--- src/rtl/serial_subtractor.sv ---
// Bit-serial A-B subtractor: one difference/borrow cell, LSB first, WIDTH bit-cycles per result.
// Define SERIAL_SUB_SAT_EN for unsigned saturation (diff forced to 0 when the result borrows).
module serial_subtractor #(
  parameter int WIDTH = 8,
  parameter int CNT_W = $clog2(WIDTH + 1)
) (
  input  logic             clk,
  input  logic             rst_n,
  input  logic             start,
  input  logic [WIDTH-1:0] a,
  input  logic [WIDTH-1:0] b,
  output logic             busy,
  output logic             done,
  output logic [WIDTH-1:0] diff,
  output logic             borrow
);

  localparam logic [1:0] S_IDLE  = 2'd0;
  localparam logic [1:0] S_SHIFT = 2'd1;
  localparam logic [1:0] S_DONE  = 2'd2;

  logic [1:0]       state;
  logic [WIDTH-1:0] a_sh;
  logic [WIDTH-1:0] b_sh;
  logic [WIDTH-1:0] res;
  logic             br;
  logic [CNT_W-1:0] cnt;

  logic             d_bit;
  logic             br_next;
  logic [WIDTH-1:0] res_next;
  logic [WIDTH-1:0] diff_load;
  logic             accept;
  logic             last_bit;

  assign d_bit    = a_sh[0] ^ b_sh[0] ^ br;
  assign br_next  = (~a_sh[0] & b_sh[0]) | (~(a_sh[0] ^ b_sh[0]) & br);
  assign res_next = {d_bit, res[WIDTH-1:1]};
  assign accept   = start && (state != S_SHIFT);
  assign last_bit = (cnt == CNT_W'(WIDTH - 1));

`ifdef SERIAL_SUB_SAT_EN
  assign diff_load = br_next ? '0 : res_next;
`else
  assign diff_load = res_next;
`endif

  assign busy = (state == S_SHIFT);
  assign done = (state == S_DONE);

  always_ff @(posedge clk or negedge rst_n) begin
    if (!rst_n) begin
      state  <= S_IDLE;
      a_sh   <= '0;
      b_sh   <= '0;
      res    <= '0;
      br     <= 1'b0;
      cnt    <= '0;
      diff   <= '0;
      borrow <= 1'b0;
    end else begin
      case (state)
        S_SHIFT: begin
          a_sh <= a_sh >> 1;
          b_sh <= b_sh >> 1;
          br   <= br_next;
          res  <= res_next;
          cnt  <= cnt + CNT_W'(1);
          if (last_bit) begin
            state  <= S_DONE;
            diff   <= diff_load;
            borrow <= br_next;
          end
        end
        // IDLE and DONE both accept a new operation; the unused encoding recovers here too
        default: begin
          if (accept) begin
            state <= S_SHIFT;
            a_sh  <= a;
            b_sh  <= b;
            res   <= '0;
            br    <= 1'b0;
            cnt   <= '0;
          end else begin
            state <= S_IDLE;
          end
        end
      endcase
    end
  end

endmodule

--- config.mk ---
export PLATFORM = sky130hd
export DESIGN_NAME = serial_subtractor
export DESIGN_NICKNAME = d
export VERILOG_FILES = /design/src/rtl/serial_subtractor.sv
export SDC_FILE = /design/constraint.sdc
export NUM_CORES = 1
export LEC_CHECK = 0
export ABC_AREA = 1
export CAP_MARGIN = 20
export CORE_MARGIN = 2
export CORE_UTILIZATION = 41
export DETAILED_ROUTE_END_ITERATION = 10
export PLACE_DENSITY = 0.76
export SYNTH_ARGS = -nofsm -noshare
export SYNTH_HDL_FRONTEND = slang
export SYNTH_SLANG_ARGS = --single-unit
--- constraint.sdc ---
create_clock -name clk -period 3.5 [get_ports clk]
set_input_delay 1.05 -clock clk [delete_from_list [all_inputs] [get_ports clk]]
set_output_delay 1.05 -clock clk [all_outputs]
set_load 0.005 [all_outputs]
==> flow_metrics.tcl <==
set metrics [dict create \
    async_reset_ff_frac 1.00 \
    antenna_found_initial 0 \
    cp-start-kind "register" \
    worstMarginPinSlew_ns 0.845 \
    hold_violations 0 \
    final.setup.tns_ns 0 \
    drt_iter0_drc 54 \
    worstPathRequired_ns 2.45 \
    wl_per_cell_um 11.8 \
    layout_min_cycle_time_ns 2.44 \
    rsz0062_at_grt "false" \
    syn_area_per_cell_um2 8.85 \
    place_area_um2 1970 \
    finalWirelength_mm 3.16 \
    insertion_delay_ns 0.29 \
    cts.clk_slew.worst_paths_ns 0.08 \
    synth-seq-area-share 0.593 \
    dieArea_um2 4540 \
    via_count 1301 \
    cts_tree "done" \
    grt_first_pass_wirelength_mm 5.59 \
    track_usage 0.168 \
    yosys_warnings 0 \
    cpPeakStageDelay_ns 0.54 \
    drcViolationCount 0 \
    gp_congestion 0.785 \
    synth_largest_area_cell "dfrtp_1" \
    first_global_vias 1260 \
    max_cap_violations 0 \
    hold_slack_ns 0.467 \
    p_total_mw 1.81 \
    synth_edf_count 0 \
    fin_ws_ns 1.06 \
    reg2reg_slack_ns 2.04 \
    cts-root-buf "clkbuf_8" \
    worstSetupPathType "register to primary output" \
    cts_resized 0 \
    synth_common_cells "74 x nand2_1, 39 x dfrtp_1, 32 x nand3_1" \
    max_freq_ghz 0.409 \
    p_leak_nw 1.02 \
    syn-num-nets 207 \
    synth.most_common_cell "nand2_1" \
    dp_hpwl_mm 2.18 \
    drive_above_1_share 0.0826 \
    slowest_stage "clkdlybuf4s50_1" \
    ir_worst_vdd_v 0.000337 \
    r2r.worst_path.cells 5 \
    r2r_end "diff[1]" \
    clock_path_buffers 2 \
    cp.buffers_inverters 2 \
    crit_family "buffers and inverters" \
    skew_ns 0.00932 \
    ys_types 19 \
    power_density_nw_per_um2 869 \
    insertedDiodeCount 0 \
    hp-class "register to register" \
    yosysTopAreaCellShare 0.593 \
    rr_startpoint "state[1]" \
    arrival_ns 1.39 \
    port_buffers 29 \
    synth_top_flop_cell "dfrtp_1" \
    nNetsFinal 238 \
    timing.final.crit_share 0.698 \
    cts_num_sinks 39 \
    numCtsBuffers 5 \
    ys_ff_latch 39 \
    crit_path_start "state[0]" \
    drt.antenna.violating_nets 0 \
    via_per_inst 4.85 \
    die_h_um 67.4 \
    cts_setup_buffers 0 \
    crit_end "busy" \
    area_growth_pct 26.6 \
    crit_path_end_kind "primary output" \
    overflow 0 \
    synth_cells 186 \
    num_io_pins 30 \
    dp_slack_ns 1.02 \
    die_x_um 67.4 \
    cp.depth 3 \
    setup_viol 0 \
    netlist_area_um2 1650 \
    cts_hold_buf 0 \
    yosys-top-cells-area "dfrtp_1 59%, nand2_1 17%, nand3_1 9.7%" \
    htree_levels 2 \
    rows 23 \
    core_area_um2 3940 \
    crit_fanout 3 \
    design_area_um2 2080 \
    dr.pass1.iters 4 \
    crit_path_cell_trace "inv_2 > nor2_4 > clkdlybuf4s50_1" \
    outcome "completed" \
    slew_headroom 0.437 \
    grt_max_degree 40 \
    slew_viol_final 0 \
    initial_core_util 0.418 \
]
==> state kept, by name, summed over array words and instances, names as in the netlist <==
register,flops
cnt,4
res,7
borrow,1
a_sh,8
diff,8
state,2
b_sh,8
br,1
==> cells in the final DEF (no fill, tap or decap), drive strengths merged <==
cell type,instances
dfrtp,39
o21ai,2
nand4,1
nor2,9
nand2,75
inv,12
clkinv,1
bufinv,1
clkbuf,6
nand3,32
buf,2
or2,1
o22ai,6
a21oi,1
ha,1
fa,1
clkdlybuf4s50,28
==> stage by stage <==
step | instances | util
4_1_cts | 268 | 0.529
3_5_place_dp | 260 | 0.499
3_3_place_gp | 260 | 0.499
5_1_grt | 268 | 0.529
2_1_floorplan | 186 | -
6_report | 268 | 0.529
==> how the worst min path moves through the flow <==
| stage | endpoint | start | cells after the start | slack, ns |
|---|---|---|---|---|
| detailed placement | diff[5] | res[6] | 2 | 0.46 |
| floorplan | diff[1] | res[2] | 2 | 0.44 |
| global route | diff[1] | diff[1] | 2 | 0.50 |
| finish | diff[3] | res[4] | 2 | 0.47 |
| CTS | diff[2] | res[3] | 2 | 0.47 |
| global placement | diff[6] | res[7] | 2 | 0.45 |
==> layout make-up <==
type                       count  area, um^2
tap                           50        62.6
clock inverter                 2        35.0
inverter                      12        45.0
multi-input combinational    129         591
clock buffer                   6        82.6
timing repair buffer          30         293
fill                         367        1860
sequential                    39         976
==> cells by family after synthesis <==
family / Yosys count / share of synthesized area
compound gates: 9 / 0.0319
fa+ha+maj: 2 / 0.0198
buf+inv: 18 / 0.0486
flops: 39 / 0.593
simple gates: 118 / 0.307
==> metal layers <==
layer,share of wire,wire length [um],GRT usage,vias to the layer above
li1,-,-,-,655
met1,0.49,1540,0.220,602
met2,0.44,1380,0.252,35
met3,0.056,176,0.0583,9
met4,0.020,62,0.0740,0
met5,0,0,0,-
==> power breakdown <==
| part | total (mW) | switching [mW] | internal (mW) | leakage (nW) |
|---|---|---|---|---|
| clock network | 0.384 | 0.153 | 0.231 | 0.0612 |
| registers | 0.769 | 0.122 | 0.648 | 0.503 |
| logic | 0.659 | 0.366 | 0.293 | 0.452 |
| total | 1.81 | 0.641 | 1.17 | 1.02 |
==> worst reg2reg max path, cell delays in order, from the launching register on <==
cell and delay, ns:
dfrtp_1 0.41, inv_1 0.09, nand2_2 0.27, nor2_2 0.44, nand2_1 0.11, nand2_1 0.08
Power figures use the tool's default switching activity.
